File: src/rtl/scene_line_clear.sv
`timescale 1ns/1ps
// scene_line_clear: bit-mapped playfield that takes 4x4 shape commits, scans
// bottom-up for full rows, collapses them one at a time, and keeps a
// saturating lifetime count of cleared rows. The renderer reads rows
// combinationally.
module scene_line_clear #(
  parameter int width_p   = 16,
  parameter int height_p  = 32,
  parameter int total_w_p = 16
) (
  input  logic                          clk_i,
  input  logic                          reset_n_i,
  input  logic                          clear_v_i,
  input  logic                          commit_v_i,
  input  logic [15:0]                   commit_shape_i,
  input  logic [$clog2(width_p):0]      commit_x_i,
  input  logic [$clog2(height_p):0]     commit_y_i,
  output logic                          commit_ready_o,
  output logic                          commit_overlap_o,
  input  logic                          check_v_i,
  output logic                          check_ready_o,
  output logic                          done_v_o,
  output logic [$clog2(height_p+1)-1:0] cleared_cnt_o,
  output logic [total_w_p-1:0]          total_lines_o,
  output logic                          busy_o,
  input  logic [$clog2(height_p)-1:0]   rd_row_i,
  output logic [width_p-1:0]            rd_data_o
);

  localparam int RW = $clog2(height_p);
  localparam int CW = $clog2(width_p);
  localparam int NW = $clog2(height_p + 1);
  // Sum width wide enough that neither operand can wrap before saturation.
  localparam int SW = ((total_w_p > NW) ? total_w_p : NW) + 1;

  typedef enum logic [1:0] {IDLE, SCAN, SHIFT, DONE} state_e;

  state_e                 state_q, state_d;
  logic [width_p-1:0]     scene_q [height_p];
  logic [width_p-1:0]     scene_d [height_p];
  logic [RW-1:0]          row_q, row_d;
  logic [NW-1:0]          cnt_q, cnt_d;
  logic [NW-1:0]          cleared_q, cleared_d;
  logic [total_w_p-1:0]   total_q, total_d;
  logic                   overlap_q, overlap_d;
  logic [SW-1:0]          sat_sum;

  assign sat_sum = SW'(total_q) + SW'(cnt_q);

  // Handshake and status outputs decoded straight from the state register.
  assign commit_ready_o   = (state_q == IDLE) & ~clear_v_i;
  assign check_ready_o    = (state_q == IDLE) & ~clear_v_i & ~commit_v_i;
  assign done_v_o         = (state_q == DONE);
  assign busy_o           = (state_q != IDLE);
  assign commit_overlap_o = overlap_q;
  assign cleared_cnt_o    = cleared_q;
  assign total_lines_o    = total_q;

  // Renderer port: live scene row, zero for rows past the bottom.
  always_comb begin
    rd_data_o = '0;
    if (int'(rd_row_i) < height_p) rd_data_o = scene_q[rd_row_i];
  end

  // Next-state logic: request arbitration in IDLE, bottom-up scan, one-row collapse.
  always_comb begin
    int ty;
    int tx;
    state_d   = state_q;
    scene_d   = scene_q;
    row_d     = row_q;
    cnt_d     = cnt_q;
    cleared_d = cleared_q;
    total_d   = total_q;
    overlap_d = 1'b0;
    ty        = 0;
    tx        = 0;
    case (state_q)
      IDLE: begin
        if (clear_v_i) begin
          for (int k = 0; k < height_p; k++) scene_d[RW'(k)] = '0;
          total_d = '0;
        end else if (commit_v_i) begin
          // Shape bit i*4+j lands at (y+i, x+j); off-scene cells are dropped.
          for (int i = 0; i < 4; i++) begin
            for (int j = 0; j < 4; j++) begin
              ty = int'($signed(commit_y_i)) + i;
              tx = int'($signed(commit_x_i)) + j;
              if (commit_shape_i[4'(i * 4 + j)] && ty >= 0 && ty < height_p &&
                  tx >= 0 && tx < width_p) begin
                if (scene_q[RW'(ty)][CW'(tx)]) overlap_d = 1'b1;
                scene_d[RW'(ty)][CW'(tx)] = 1'b1;
              end
            end
          end
        end else if (check_v_i) begin
          state_d = SCAN;
          row_d   = RW'(height_p - 1);
          cnt_d   = '0;
        end
      end
      SCAN: begin
        if (&scene_q[row_q]) begin
          state_d = SHIFT;
        end else if (row_q != '0) begin
          row_d = row_q - 1'b1;
        end else begin
          state_d = DONE;
        end
      end
      SHIFT: begin
        // Everything above the full row drops by one; the same row is rescanned.
        for (int k = 1; k < height_p; k++) begin
          if (k <= int'(row_q)) scene_d[RW'(k)] = scene_q[RW'(k - 1)];
        end
        scene_d[0] = '0;
        cnt_d      = cnt_q + NW'(1);
        state_d    = SCAN;
      end
      DONE: begin
        cleared_d = cnt_q;
        if (sat_sum > SW'({total_w_p{1'b1}})) total_d = '1;
        else                                   total_d = sat_sum[total_w_p-1:0];
        state_d = IDLE;
      end
      default: state_d = IDLE;
    endcase
  end

  // State register; reset abandons any check in flight and wipes everything.
  always_ff @(posedge clk_i or negedge reset_n_i) begin
    if (!reset_n_i) begin
      state_q   <= IDLE;
      scene_q   <= '{default: '0};
      row_q     <= RW'(height_p - 1);
      cnt_q     <= '0;
      cleared_q <= '0;
      total_q   <= '0;
      overlap_q <= 1'b0;
    end else begin
      state_q   <= state_d;
      scene_q   <= scene_d;
      row_q     <= row_d;
      cnt_q     <= cnt_d;
      cleared_q <= cleared_d;
      total_q   <= total_d;
      overlap_q <= overlap_d;
    end
  end

endmodule

File: config.mk
export PLATFORM = sky130hd
export DESIGN_NAME = scene_line_clear
export DESIGN_NICKNAME = d
export VERILOG_FILES = /design/src/rtl/scene_line_clear.sv
export SDC_FILE = /design/constraint.sdc
export NUM_CORES = 2
export LEC_CHECK = 0
export BUFFER_PORTS_ARGS = -buffer_cell sky130_fd_sc_hd__buf_4
export CAP_MARGIN = 20
export CORE_ASPECT_RATIO = 1.5
export CORE_MARGIN = 5
export CORE_UTILIZATION = 60
export CTS_CLUSTER_DIAMETER = 120
export DETAILED_ROUTE_END_ITERATION = 10
export PLACE_DENSITY = 0.77
export SYNTH_ARGS = -nofsm -noshare
export SYNTH_HDL_FRONTEND = slang
export SYNTH_SLANG_ARGS = --single-unit
File: constraint.sdc
create_clock -name clk_i -period 4.5 [get_ports clk_i]
set_clock_uncertainty 0.05 [all_clocks]
set_input_delay 0.9 -clock clk_i [delete_from_list [all_inputs] [get_ports clk_i]]
set_output_delay 0.9 -clock clk_i [all_outputs]
set_load 0.02 [all_outputs]
==> metrics.txt <==
Remaining Overflow, GRT 0; Unique masters post-synth 98; reg2reg setup slack 250 ps; Setup Viol. Count Final 0; Worst EP required 5060 ps; CP Class flop to flop; largest net degree at the start of global routing 105; routed via count 35.3k; Synth Instances 3495; CP Launch Type flop; clock sinks 548; Die Footprint 67200 um^2; core area 61900 um^2; flops & latches, synth 548; Starting DRT DRC Count 7397; clk slew on worst S/H paths 70 ps; fraction of registers with async set/reset 100%; top-count cell post-synth dfrtp_1; max-cap viol count 0; Ys Warns 0; Post-CTS Repair Setup Buffers 0; reg-to-reg endpoint row_q[0]; CP dominant cell by count buf_4; vias in the first global route 34.3k; drt first pass iters 9; met2 Track Usage GR 76.1%; Max Buffers Root-to-Sink 3; sequential fraction of the synthesis area 36.8%; clock latency on the worst-skew pair 710 ps; share of layout cells above drive strength 1 24.2%; Int Pwr 0.00891 W; Crit. End Element flop; CP bufs+invs 3; crit path DAT 4810 ps; die width 213 um; Synth area leader dfrtp_1; GR Util met3 20.2%; # fillers 4658; P_sw 0.00486 W; leak pwr 17.1 nW; vias per cell 8.35; Post-Synthesis Net Count 3558; Synth area leaders dfrtp_1 (36%), mux4_2 (18%), mux2i_1 (7.4%); CTS tree yes; first-pass GRT wire length 254 mm; maximum vdd drop 0.433 mV; Highest Clock Rate 235 MHz; Layout area overhead 10.7%; gp weighted congestion 1.14; Clk network pwr share 35.1%; r2r worst-path depth 13; Top delay family on crit path simple AND/OR/NAND/NOR gates; status finished, final reports clean; most frequent cells after synthesis dfrtp_1 (543), clkbuf_1 (368), mux4_2 (300), mux2i_1 (276), nor2_1 (194); post-synthesis average cell area 10.7 um^2; H-Tree Depth 2; maximum fanout along the worst path 8; initial antenna violation count 14; routed wire length 178 mm; Worst-Margin Slew 1330 ps; Detail Route Antenna Nets 0; number of buffers created by CTS 54; Reg power frac 41.2%; crit-path cells nand4_1 > nor4_1 > buf_4 > o211ai_1 > a21oi_1 > buf_4 > o21ai_0 > mux4_2 > and2_1 > a21oi_2 > buf_4 > nor3_1 > a21oi_1; fin nets 3456; Min-Delay Path Class input port to async pin; Slew Limit Headroom 11.6%; Crit path largest cell delay 860 ps; top-area cell type share of the netlist area 36.5%; Final Critical Period 4250 ps; switching share of power 35.3%; Initial Util 60.1%; Final period util 94.4%; Port Buffers 71; Post-Syn Area 37200 um^2; Post-synth EDFFs 0; die extent in y 315 um; GR peak layer met2; RSZ-0062 raised after global routing no; met1 Use GR 61.8%; Logic pwr share 23.7%; total power 0.0138 W; Min Hold Slack 314 ps; PwrDens 334 nW/um^2; FP Rows 112; I/O Pins 80; CTS root buf clkbuf_16; Routed WL per cell 42.0 um; Hold Violations, Final 0; Critical R2R Launch row_q[2]; prevailing post-synth register cell dfrtp_1; CTS resizes 0; post-DP HPWL 128 mm; Crit-path slowest cell dfstp_2; Tot GR Track Use 52.6%; Post-CTS Hold Fix Bufs 0; max-slew violations 0; number of remaining DRC errors 0
## flip-flops by register name, summed over array words and instances (netlist names)
signal / count
scene_q: 512
total_lines_o: 16
cleared_cnt_o: 6
cnt_q: 6
row_q: 5
state_q: 2
commit_overlap_o: 1
## worst max path at each step
stage	endpoint	cells after the start	start
after detailed placement	commit_overlap_o	16	commit_y_i[0]
final	row_q[0]	13	row_q[2]
after floorplan	commit_overlap_o	15	commit_y_i[0]
after global placement	commit_overlap_o	16	commit_y_i[0]
after CTS	rd_data_o[1]	6	rd_row_i[0]
after global routing	commit_overlap_o	16	commit_y_i[0]
## metal layers
metal  vias up  share of wire, %
li1      13300                 -
met5         -             0.057
met3      1176                15
met1     17200                31
met2      3650                42
met4        18                12
## kinds of logic after synthesis
family	synth area share, %
multiplexers	26.1
XOR/XNOR	0.581
buffers and inverters	6.93
AND/OR/NAND/NOR	11.4
flip-flops	36.8
adder cells (fa/ha/maj)	0.894
AO/OA/AOI/OAI	17.2
## cell type report
type                    instances  area, um^2  area share (%)
diodes                          2        5.00          0.0121
clock inverters                25         332           0.804
clock buffers                  71        1490            3.60
flip-flops and latches        548       13700            33.3
inverters                      72         270           0.655
repair buffers                374        3440            8.34
well taps                     798         998            2.42
multi-input cells            2343       21000            50.9
## cells in the final DEF, fill, tap and decap left out, types with 11 or more instances in the layout
master / instances
nor3_1: 48
buf_12: 48
mux4_2: 300
nand2_1: 189
a22o_1: 151
nor2b_1: 30
ha_1: 24
a22oi_1: 122
xnor2_1: 12
mux2i_1: 276
and2_1: 17
o21ai_0: 103
buf_4: 322
o21ai_1: 11
a221o_1: 85
clkbuf_16: 54
o22ai_1: 158
a31oi_1: 18
a221oi_1: 29
mux2_2: 16
nand4b_1: 16
nand2b_1: 22
nand4_1: 103
dfrtp_1: 543
nor4_1: 70
inv_1: 68
a21oi_1: 103
nor2_1: 193
nand3_1: 65
and3_1: 15
## power groups by stage
stage,registers (W),logic [W],clock network [W]
2_1_floorplan,0.00542,0.00187,0
6_report,0.00567,0.00327,0.00484
3_3_place_gp,0.00568,0.00302,0
3_5_place_dp,0.00569,0.00310,0
5_1_grt,0.00565,0.00337,0.00501
4_1_cts,0.00561,0.00311,0.00480
## per-stage QoR
| stage | utilization (%) | setup TNS (ps) | cell area, um^2 | setup slack (ps) | cells |
|---|---|---|---|---|---|
| floorplan | - | 0 | 37200 | 90.7 | 3495 |
| global placement | 63.6 | -138 | 39400 | -138 | 4134 |
| detailed placement | 63.6 | -114 | 39400 | -114 | 4134 |
| CTS | 66.5 | 0 | 41200 | 381 | 4230 |
| global route | 66.6 | 0 | 41200 | 274 | 4232 |
| finish | 66.6 | 0 | 41200 | 251 | 4233 |
No activity file was read; power rests on OpenSTA's default activity.
